<file path="src/rtl/stream_queue_bank_pkg.sv">
// rtl/stream_queue_bank_pkg.sv - shared encodings and helpers for the stream queue bank
package stream_queue_bank_pkg;

  localparam int MODE_INDEP = 0;
  localparam int MODE_GANG  = 1;

  // Smallest r with 2**r >= value; constant-evaluated for sizing pointers.
  function automatic int clog2(input int value);
    int r;
    r = 0;
    for (int i = 0; i < 31; i++) begin
      if ((1 << i) < value) r = i + 1;
    end
    return r;
  endfunction

endpackage

</file>
<file path="src/rtl/stream_fifo.sv">
// rtl/stream_fifo.sv - per-channel show-ahead queue of {e,d} tokens with slack back-pressure
module stream_fifo
  import stream_queue_bank_pkg::*;
#(
  parameter int W     = 16,
  parameter int DEPTH = 4,
  parameter int SLACK = 1
) (
  input  logic         clock,
  input  logic         reset,
  input  logic         wr_v,
  input  logic [W-1:0] wr_d,
  input  logic         wr_e,
  input  logic         rd_en,
  output logic [W-1:0] head_d,
  output logic         head_e,
  output logic         not_empty,
  output logic         in_b,
  output logic         drop
);

  localparam int AW = clog2(DEPTH);
  localparam int CW = AW + 1;
  localparam logic [CW-1:0] FULL   = CW'(DEPTH);
  localparam logic [CW-1:0] THRESH = CW'(DEPTH - SLACK);

  logic [AW-1:0] wr_ptr_q, rd_ptr_q;
  logic [CW-1:0] count_q, count_d;
  logic [W:0]    mem_q [DEPTH];
  logic          rd, wr, full;

  // A read only happens on a non-empty queue, so a same-cycle write to an
  // empty queue never bypasses to the head.
  assign rd        = rd_en & (count_q != '0);
  assign full      = (count_q == FULL);
  assign wr        = wr_v & (~full | rd);
  assign drop      = wr_v & full & ~rd;
  assign not_empty = (count_q != '0);
  assign in_b      = reset | (count_q >= THRESH);
  assign head_d    = mem_q[rd_ptr_q][W-1:0];
  assign head_e    = mem_q[rd_ptr_q][W];

  always_comb begin
    count_d = count_q;
    if (wr && !rd)      count_d = count_q + CW'(1);
    else if (!wr && rd) count_d = count_q - CW'(1);
  end

  always_ff @(posedge clock or posedge reset) begin
    if (reset) begin
      wr_ptr_q <= '0;
      rd_ptr_q <= '0;
      count_q  <= '0;
    end else begin
      count_q <= count_d;
      if (wr) wr_ptr_q <= wr_ptr_q + AW'(1);
      if (rd) rd_ptr_q <= rd_ptr_q + AW'(1);
    end
  end

  always_ff @(posedge clock) begin
    if (wr) mem_q[wr_ptr_q] <= {wr_e, wr_d};
  end

endmodule

</file>
<file path="src/rtl/stream_queue_bank.sv">
// rtl/stream_queue_bank.sv - bank of per-channel stream queues with independent or ganged dequeue
module stream_queue_bank
  import stream_queue_bank_pkg::*;
#(
  parameter int NCH   = 8,
  parameter int W     = 16,
  parameter int DEPTH = 4,
  parameter int SLACK = 1,
  parameter int MODE  = MODE_INDEP
) (
  input  logic             clock,
  input  logic             reset,
  input  logic [NCH*W-1:0] in_d,
  input  logic [NCH-1:0]   in_e,
  input  logic [NCH-1:0]   in_v,
  output logic [NCH-1:0]   in_b,
  output logic [NCH*W-1:0] out_d,
  output logic [NCH-1:0]   out_e,
  output logic [NCH-1:0]   out_v,
  input  logic [NCH-1:0]   out_b,
  output logic [NCH-1:0]   ovf
);

  localparam bit GANG = (MODE == MODE_GANG);

  logic [NCH*W-1:0] head_d, hold_d_q;
  logic [NCH-1:0]   head_e, hold_e_q;
  logic [NCH-1:0]   not_empty, drop, deq, vld, eos_err;
  logic [NCH-1:0]   ovf_q, ovf_d;
  logic             fire;

  for (genvar i = 0; i < NCH; i++) begin : g_ch
    stream_fifo #(
      .W     (W),
      .DEPTH (DEPTH),
      .SLACK (SLACK)
    ) u_fifo (
      .clock     (clock),
      .reset     (reset),
      .wr_v      (in_v[i]),
      .wr_d      (in_d[i*W +: W]),
      .wr_e      (in_e[i]),
      .rd_en     (deq[i]),
      .head_d    (head_d[i*W +: W]),
      .head_e    (head_e[i]),
      .not_empty (not_empty[i]),
      .in_b      (in_b[i]),
      .drop      (drop[i])
    );

    // Outputs show the head while valid and keep the last shown token otherwise.
    assign out_d[i*W +: W] = reset  ? '0 :
                             vld[i] ? head_d[i*W +: W] : hold_d_q[i*W +: W];
    assign out_e[i]        = reset  ? 1'b0 :
                             vld[i] ? head_e[i] : hold_e_q[i];
  end

  always_comb begin
    fire    = 1'b0;
    vld     = not_empty;
    deq     = not_empty & ~out_b;
    eos_err = '0;
    if (GANG) begin
      fire = (&not_empty) & ~(|out_b);
      vld  = {NCH{&not_empty}};
      deq  = {NCH{fire}};
      // Heads that disagree on end-of-stream still fire; the e=1 lanes are marked.
      if (fire && !((&head_e) || !(|head_e))) eos_err = head_e;
    end
  end

  assign ovf_d = ovf_q | drop | eos_err;
  assign out_v = vld & {NCH{~reset}};
  assign ovf   = ovf_q;

  always_ff @(posedge clock or posedge reset) begin
    if (reset) begin
      ovf_q    <= '0;
      hold_d_q <= '0;
      hold_e_q <= '0;
    end else begin
      ovf_q    <= ovf_d;
      hold_d_q <= out_d;
      hold_e_q <= out_e;
    end
  end

endmodule

</file>
<file path="config.mk">
export PLATFORM = sky130hd
export DESIGN_NAME = stream_queue_bank
export DESIGN_NICKNAME = d
export VERILOG_FILES = /design/src/rtl/stream_queue_bank_pkg.sv /design/src/rtl/stream_fifo.sv /design/src/rtl/stream_queue_bank.sv
export SDC_FILE = /design/constraint.sdc
export NUM_CORES = 1
export LEC_CHECK = 0
export CORE_MARGIN = 4
export CORE_UTILIZATION = 55
export CTS_CLUSTER_DIAMETER = 30
export DETAILED_ROUTE_END_ITERATION = 12
export DONT_BUFFER_PORTS = 1
export HOLD_SLACK_MARGIN = 0.1
export PLACE_DENSITY = 0.7
export SYNTH_ARGS = -nofsm -noshare
export SYNTH_HDL_FRONTEND = slang
export SYNTH_HIERARCHICAL = 1
export SYNTH_SLANG_ARGS = --single-unit
</file>
<file path="constraint.sdc">
create_clock -name clock -period 6.6 [get_ports clock]
set_input_delay 0.66 -clock clock [delete_from_list [all_inputs] [get_ports clock]]
set_output_delay 0.66 -clock clock [all_outputs]
set_load 0.005 [all_outputs]
</file>
==> Word level (Yosys, flattened, before mapping) <==
Memories as Yosys holds them, arrays and structs flattened.
Cells that the tools add are included.
Widths: inputs -> output; s select.
{ "totals": {"register_bits": 200, "ram_bits": 544, "in_bits": 154, "output_inout_bits": 160, "word_cells": 264, "n_memories": 8} }
{ "classes": {"addsub": 32, "order_cmp": 8, "eq_ne": 8, "muxes": 64, "bitwise": 69, "reduce_logical": 48} }
{ "memory_table": {"columns": ["name", "depth", "width", "rd", "rd_clocked_by_memory_dff", "write_ports", "line_no", "rtl"], "rows": [
  ["g_ch[0].u_fifo.mem_q", 4, 17, 1, 0, 1, "stream_fifo.sv:29", "logic [W:0] mem_q [DEPTH];"],
  ["g_ch[1].u_fifo.mem_q", 4, 17, 1, 0, 1, "stream_fifo.sv:29", null],
  ["g_ch[2].u_fifo.mem_q", 4, 17, 1, 0, 1, "stream_fifo.sv:29", null],
  ["g_ch[3].u_fifo.mem_q", 4, 17, 1, 0, 1, "stream_fifo.sv:29", null],
  ["g_ch[4].u_fifo.mem_q", 4, 17, 1, 0, 1, "stream_fifo.sv:29", null],
  ["g_ch[5].u_fifo.mem_q", 4, 17, 1, 0, 1, "stream_fifo.sv:29", null],
  ["+2 memories", null, null, null, null, null, null, null]
]} }
{ "op_table": {"columns": ["operator", "count"], "rows": [
  ["$mux 16", 16],
  ["$mux 3", 16],
  ["$add 2x1->2 const B", 16],
  ["$and 1x1->1", 32],
  ["$mux 1", 32],
  ["$add 3x1->3 const B", 8],
  ["$eq 3x3->1 const B", 8],
  ["$ge 3x2->1 const B", 8],
  ["$reduce_bool 3->1", 8],
  ["$sub 3x1->3 const B", 8],
  ["$not 1->1", 17],
  ["$and 8x8->8", 2],
  ["$logic_and 1x1->1", 16],
  ["$logic_not 1->1", 16],
  ["$or 1x1->1", 16],
  ["$reduce_bool 2->1", 8],
  ["$not 8->8", 1],
  ["$or 8x8->8", 1]
]} }

==> Longest topological paths before layout <==
Gate-level depths: netlist of the first run.
{ "logic_depth": {"ltp_word": 9, "mapped_depth": 13, "depth_no_buf": 10} }

==> Cells and area by module <==
The synthesis of the first run kept the hierarchy.
{ "by_module_without_submodules": {"columns": ["mod", "instances", "cells_per_inst", "area_per_inst_um2", "seq_area_each_um2"], "rows": [
  ["stream_fifo at g_ch[3].u_fifo ...", 5, 127, 2930.3, 2217.1],
  ["stream_fifo at g_ch[0].u_fifo ...", 3, 127, 2944.1, 2217.1],
  ["stream_queue_bank", 1, 473, 5997.0, 3603.5]
]} }

==> Worst setup path before layout of the first run <==
OpenSTA, ideal clock, no wires.
{ "synth_timing": {"kind": "register to register", "start": "register g_ch[0].u_fifo.count_q[0]", "end": "register g_ch[0].u_fifo.count_q[1]", "setup_ns": 0.125, "t_arrival_ns": 2.656, "required_time_ns": 6.475, "setup_slack_ns": 3.819, "path_stages_with_launch": 12, "path_buffers": 3, "synth_period_minus_slack_ns": 2.781, "path_cell_list": "dfrtp_1 -> or3_1 -> buf_6 -> buf_12 -> nor2b_1 -> nor4b_2 -> nor2b_1 -> buf_6 -> ha_1 -> inv_1 -> fa_1 -> mux2_2"} }
{ "synth_via": {"elab_cells_between_ends": 16, "cone_classes": "2 x add/sub; 1 x eq/ne; 2 x mux; 5 x bitwise; 6 x reduce/logical"} }
{ "synth_rtl": {"columns": ["element", "line_no", "rtl"], "rows": [
  ["start, declared", "stream_fifo.sv:28", "logic [CW-1:0] count_q, count_d;"],
  ["start signal, assigned", "stream_fifo.sv:55", "count_q <= count_d;"],
  ["$reduce_bool 3->1", "stream_fifo.sv:38", "assign not_empty = (count_q != '0);"],
  ["via not_empty[0]", "stream_queue_bank.sv:28", "logic [NCH-1:0] not_empty, drop, deq, vld, eos_err;"],
  ["$and 8x8->8", "stream_queue_bank.sv:61", "deq = not_empty & ~out_b;"],
  ["via deq[0]", "stream_queue_bank.sv:28", null],
  ["$and 1x1->1", "stream_fifo.sv:34", "assign rd = rd_en & (count_q != '0);"],
  ["$or 1x1->1", "stream_fifo.sv:36", "assign wr = wr_v & (~full | rd);"],
  ["$and 1x1->1", "stream_fifo.sv:36", null],
  ["via g_ch[0].u_fifo.wr", "stream_fifo.sv:30", "logic rd, wr, full;"],
  ["$logic_and 1x1->1", "stream_fifo.sv:45", "if (wr && !rd) count_d = count_q + CW'(1);"],
  ["$mux 3", "stream_fifo.sv:45", null],
  ["via g_ch[0].u_fifo.count_d[1]", "stream_fifo.sv:28", null]
]} }
The timed path passes the listed nets, and every way through them passes these cells. The select of a mux whose other input is x is not followed.
A chain may end at the register's enable or synchronous reset.

==> Worst setup path in the final report of the first run <==
{ "layout_timing": {"start": "register g_ch[0].u_fifo.count_q[0]", "end": "register g_ch[0].u_fifo.count_q[2]"} }
{ "layout_via": {"elab_chain_len": 8, "elab_cells_between_ends": 16, "cone_classes": "2 x add/sub; 1 x eq/ne; 2 x mux; 5 x bitwise; 6 x reduce/logical"} }
{ "layout_rtl": {"columns": ["element", "line_no", "rtl"], "rows": [
  ["$reduce_bool 3->1 (*)", "stream_fifo.sv:38", null],
  ["via not_empty[0]", "stream_queue_bank.sv:28", null],
  ["$and 8x8->8 (*)", "stream_queue_bank.sv:61", null],
  ["via deq[0]", "stream_queue_bank.sv:28", null],
  ["$and 1x1->1 (*)", "stream_fifo.sv:34", null],
  ["$or 1x1->1", "stream_fifo.sv:36", null],
  ["$and 1x1->1", "stream_fifo.sv:36", null],
  ["$logic_not 1->1", "stream_fifo.sv:46", "else if (!wr && rd) count_d = count_q - CW'(1);"],
  ["$logic_and 1x1->1", "stream_fifo.sv:46", null],
  ["$reduce_bool 2->1 (no line)", null, null]
]} }
Mark *: on every way through the listed nets, which the timed path passes. The rest lies on a longest branch. The select of a mux whose other input is x is not followed.

==> results of run 1 <==
-- kinds of logic after synthesis --
kind of cell               count (synthesis)  share of synthesized area
muxes                                    288                      0.165
DFF                                      744                      0.724
and+or+nand+nor                          248                     0.0418
adders and majority gates                 48                     0.0224
xor gates and xnor gates                  48                     0.0143
AOI/OAI and AO/OA                          8                    0.00238
buffers and inverters                    105                     0.0303
-- where the power goes --
part,internal (uW),switching (uW)
Sequential,6360,837
Combinational,1820,1880
Clock,4910,2420
Total,13100,5130
-- timing repair --
| action | in CTS | in global routing |
|---|---|---|
| endpoints found under the hold margin | 795 | 0 |
| resized for setup | 0 | 0 |
| hold buffers | 138 | 0 |
-- worst reg2reg max path: stages (launching register included) --
cell and delay [ps]:
dfrtp_1 450, or3_1 920, nor2b_1 370, nor4b_2 90, nor2b_1 430, ha_1 280
inv_1 70, fa_1 370, xor2_1 150, nor2_1 120, xor2_1 150
-- layout make-up --
type                            instances  area [sq um]  share of cell area
Clock buffer                          183          3960               0.110
Inverter                               33           129             0.00358
Antenna cell                            9          22.5            0.000625
Multi-Input combinational cell        640          7250               0.201
Tap cell                              688           861              0.0239
Sequential cell                       744         21300               0.592
Clock inverter                         84          1060              0.0293
Timing Repair Buffer                  142          1430              0.0396
-- registers in the layout, indices dropped and copies added, names as in the netlist --
| name | count |
|---|---|
| g_ch.u_fifo/count_q | 24 |
| hold_d_q | 128 |
| g_ch.u_fifo/rd_ptr_q | 16 |
| hold_e_q | 8 |
| g_ch.u_fifo/mem_q | 544 |
| ovf | 8 |
| g_ch.u_fifo/wr_ptr_q | 16 |
-- metal layers --
metal  GRT usage  vias to the layer above  share of wire
li1            -                     6232              -
met2       0.337                      416           0.49
met3      0.0769                      104          0.084
met1       0.272                     7305           0.40
met4      0.0783                        8          0.022
met5           0                        -        0.00081
-- placed cells by master (no fill, tap or decap), types with 9 or more instances in the layout --
master,instances
clkbuf_1,23
inv_1,32
mux4_2,75
inv_6,19
clkinv_2,16
nor2b_1,24
clkinv_4,9
clkinvlp_4,16
clkbuf_16,148
diode_2,9
ha_1,40
mux4_1,61
bufinv_16,16
xnor2_1,32
mux2i_1,136
dlygate4sd3_1,137
and2_1,40
nor2_1,144
edfxtp_1,544
clkbuf_8,12
xor2_1,16
dfrtp_1,200
-- worst paths after layout --
check                                                   to  depth (start not counted)
worst max-delay path             g_ch[0].u_fifo/count_q[2]                         10
worst min-delay path                                ovf[7]                          2
worst max register to register   g_ch[0].u_fifo/count_q[2]                         10
worst min register to register                      ovf[7]                          1
max in group asynchronous                     hold_d_q[29]                          3
min in group asynchronous       g_ch[1].u_fifo/rd_ptr_q[1]                          2
-- stage by stage --
stage / instance area (sq um) / total power (uW) / util / cells
6_report: 36000 / 18200 / 0.682 / 2523
5_1_grt: 36000 / 19100 / 0.682 / 2521
4_1_cts: 36000 / 18400 / 0.681 / 2514
3_5_place_dp: 29600 / 10900 / 0.560 / 2109
3_3_place_gp: 29600 / 10700 / 0.560 / 2109
2_1_floorplan: 29500 / 10100 / - / 1489
==> impl_metrics.tcl, run 1 <==
set metrics [dict create \
    min_period_over_period 0.525 \
    vias 14100 \
    path_buf_inv 1 \
    post_synth.cell_area_avg_sq_um 19.8 \
    viasPerCell 5.57 \
    critPathLaunchType "register" \
    timing.fmax_mhz 289 \
    cp-end-kind "register" \
    antenna_found_initial 12 \
    crit_type "reg -> reg" \
    fin_nets 1906 \
    slowest_stage "or3_1" \
    crit_required_ps 7190 \
    design.core.area_sq_um 52900 \
    syn_area_sq_um 29500 \
    vdd_drop_max_uv 305 \
    port-buffer-count 0 \
    avgRoutedWirePerCell_um 23.6 \
    cp.arrival_ps 4060 \
    grt_pass1_vias 15300 \
    synth_top_cell_by_area "edfxtp_1" \
    drc 0 \
    grt_pass1_wl_um 91300 \
    leakage_uw 0.0142 \
    hpwl_um 35000 \
    status "finished, final reports clean" \
    final-hold-violation-count 0 \
    synth-edff-count 544 \
    wirelength_um 59500 \
    syn_to_final_growth_pct 22.2 \
    setup_tns_ps 0 \
    grt_max_degree 126 \
    grt_setup_unrepaired "false" \
    layout_setup_ws_ps 3130 \
    yosysWarnings 6 \
    drtPass1Iterations 7 \
    ant_nets 0 \
    htreeDepth 4 \
    drive_above_1_share 0.195 \
    finalSetupViolCount 0 \
    synth_cell_types 25 \
    crit_family "simple AND/OR/NAND/NOR gates" \
    yosys.area.top_type_share 0.554 \
    synth_common_cells "edfxtp_1, dfrtp_1, nor2_1, mux2i_1, mux4_2" \
    start_util 0.558 \
    worst_slew_pin_slew_ps 1160 \
    p_per_area_nw_per_um2 506 \
    path_cells "or3_1 > nor2b_1 > nor4b_2 > nor2b_1 > ha_1 > inv_1 > fa_1 > xor2_1 > nor2_1 > xor2_1" \
    cts_inserted_buffers 143 \
    grt_overflow_total 0 \
    yosysMostFrequentCell "edfxtp_1" \
    gp_congestion 0.751 \
    rrSetupSlack_ps 3130 \
    n_fill_cell 3319 \
    hold_class "in -> reg" \
    rows 84 \
    ioPinCount 314 \
    fin_crit_ps 3470 \
    synth_seq_cells 744 \
    place_ws_ps 3120 \
    syn_nets 1691 \
    clkTransAtPathRegs_ps 50 \
    die-area_sq_um 57400 \
    finalClockSkew_ps 27.2 \
    die_width_um 240 \
    r2r_start "g_ch[0].u_fifo/count_q[0]" \
    synthCells 1489 \
    holdWs_ps 190 \
    synth_area_leaders "edfxtp_1, dfrtp_1, mux4_2" \
    synth-main-ff-cell "edfxtp_1" \
    die_h_um 240 \
    dr.first_iter.drc_count 863 \
    critPathLaunch "g_ch[0].u_fifo/count_q[0]" \
    yosysSeqAreaShare 0.724 \
    post_cts_buffers 0 \
    cp_max_fo 21 \
    async_flop_share 0.269 \
    clock-root-buffer "clkbuf_16" \
    cts_num_sinks 744 \
    track_usage 0.212 \
    insertion_delay_ps 690 \
    max-slew-margin-rel 0.224 \
    cts_tree "built" \
    hp-start "in_v[7]" \
    slowest_delay_ps 920 \
    maxCapViolCount 0 \
    clk_path_buf_depth 3 \
    maxSlewViolCount 0 \
]
(Power assumes the default switching activity.)
==> run 2, diff against run 1 <==
- PLACE_DENSITY: 0.7 -> 0.73
- clock period: 6.6 -> 2.9 ns (I/O delays scaled with it)
==> impl_metrics.tcl, run 2 (synthesis results as in run 1) <==
set metrics [dict create \
    cts_tree "built" \
    timing.fmax_mhz 370 \
    grt_overflow_total 0 \
    clock-root-buffer "clkbuf_16" \
    syn_to_final_growth_pct 22.6 \
    ioPinCount 314 \
    viasPerCell 5.69 \
    htreeDepth 4 \
    post_cts_buffers 0 \
    hpwl_um 35000 \
    min_period_over_period 0.932 \
    mostFrequentLayoutCells "edfxtp_1, dfrtp_1, dlygate4sd3_1, nor2_1, clkbuf_16" \
    drive_above_1_share 0.200 \
    crit_type "reg -> out" \
    final-seq-area_sq_um 21300 \
    drtPass1Iterations 7 \
    maxCapViolCount 0 \
    leakage_uw 0.0142 \
    largest_reg_flops 544 \
    ant_nets 0 \
    top_regs "g_ch.u_fifo/mem_q (544), hold_d_q (128), g_ch.u_fifo/count_q (24)" \
    regMostFlops "g_ch.u_fifo/mem_q" \
    vias 14500 \
    port-buffer-count 0 \
    whs_path_depth 1 \
    cts_num_sinks 744 \
    multiInputGateArea_sq_um 7250 \
    grt_pass1_vias 15800 \
    r2r_cells 8 \
    cp.arrival_ps 2410 \
    p_switching_uw 11800 \
    cts_inserted_buffers 136 \
    vdd_drop_max_uv 706 \
    cp_max_fo 20 \
    place_ws_ps 233 \
    p_comb_frac 0.223 \
    final-hold-violation-count 0 \
    fin_crit_ps 2700 \
    clk_path_buf_depth 3 \
    setup_tns_ps 0 \
    final_common_cell "edfxtp_1" \
    p_clk_frac 0.390 \
    rows 84 \
    finalSetupViolCount 0 \
    worst_slew_pin_slew_ps 1020 \
    grt_pass1_wl_um 95800 \
    track_usage 0.223 \
    hold_class "in -> reg" \
    seq_power_share 0.387 \
    die_width_um 240 \
    dr.first_iter.drc_count 851 \
    start_util 0.558 \
    insertion_delay_ps 690 \
    die-area_sq_um 57400 \
    wirelength_um 62500 \
    maxSlewViolCount 0 \
    grt_max_degree 146 \
    clkTransAtPathRegs_ps 50 \
    finalClockSkew_ps 32.7 \
    status "finished, final reports clean" \
    design.core.area_sq_um 52900 \
    layout_setup_ws_ps 197 \
    drc 0 \
    avgRoutedWirePerCell_um 24.5 \
    fin_nets 1937 \
    die_h_um 240 \
    n_fill_cell 3213 \
    intPower_uw 29400 \
    antenna_found_initial 13 \
    max-slew-margin-rel 0.323 \
    cp-end-kind "output port" \
    p_per_area_nw_per_um2 1140 \
    gp_congestion 0.735 \
    p_sw_frac 0.287 \
    crit_required_ps 2610 \
    critPathLaunchType "register" \
]
run 2: worst max-delay path: stages, from the launching register on:
cell,delay (ps)
dfrtp_1,430
or3_2,480
buf_4,260
mux2i_1,160
nor2_1,410
run 2: through the flow:
step	total power (uW)	cells	cell area (sq um)	utilization	hold slack, ps
final	41200	2548	36100	0.684	312
after floorplan	23000	1489	29500	-	93.4
after CTS	41500	2537	36100	0.683	246
after global placement	24500	2130	29800	0.563	167
after detailed placement	24900	2130	29800	0.563	178
after global routing	43200	2544	36100	0.684	279
run 2: layout make-up:
type / instances / share of cell area
clock buffer: 166 / 0.104
multi-input combinational: 640 / 0.201
sequential: 744 / 0.590
tap: 688 / 0.0238
timing repair buffer: 180 / 0.0492
clock inverter: 86 / 0.0275
inverter: 33 / 0.00353
antenna: 11 / 0.000762
run 2: per-layer routing:
layer / track usage / wire length (um) / vias up
li1: - / - / 6303
met1: 0.278 / 24000 / 7530
met2: 0.364 / 31700 / 537
met3: 0.0776 / 5000 / 133
met4: 0.0853 / 1750 / 6
met5: 0 / 35 / -
run 2: worst paths after layout:
| path | startpoint | to | slack [ps] |
|---|---|---|---|
| max | g_ch[0].u_fifo/count_q[1] | out_d[7] | 200 |
| min | in_d[64] | g_ch[4].u_fifo/mem_q[3][0] | 310 |
| max reg2reg | g_ch[7].u_fifo/count_q[0] | g_ch[7].u_fifo/count_q[1] | 210 |
| min reg2reg | ovf[7] | ovf[7] | 500 |
| max in group asynchronous | reset | hold_d_q[25] | 1190 |
| min in group asynchronous | reset | g_ch[7].u_fifo/count_q[1] | 620 |
run 2: repair_timing:
action	4_1_cts	5_1_grt
gates resized for setup	0	5
endpoints found under the setup margin	0	29
hold endpoints to repair	929	0
hold buffers	155	0
run 2: power groups by stage:
stage	Sequential [uW]	Clock [uW]	Combinational, uW
5_1_grt	16200	16900	10000
4_1_cts	16000	16300	9270
6_report	16000	16100	9190
3_3_place_gp	15900	0	8570
2_1_floorplan	15300	0	7740
3_5_place_dp	16100	0	8840
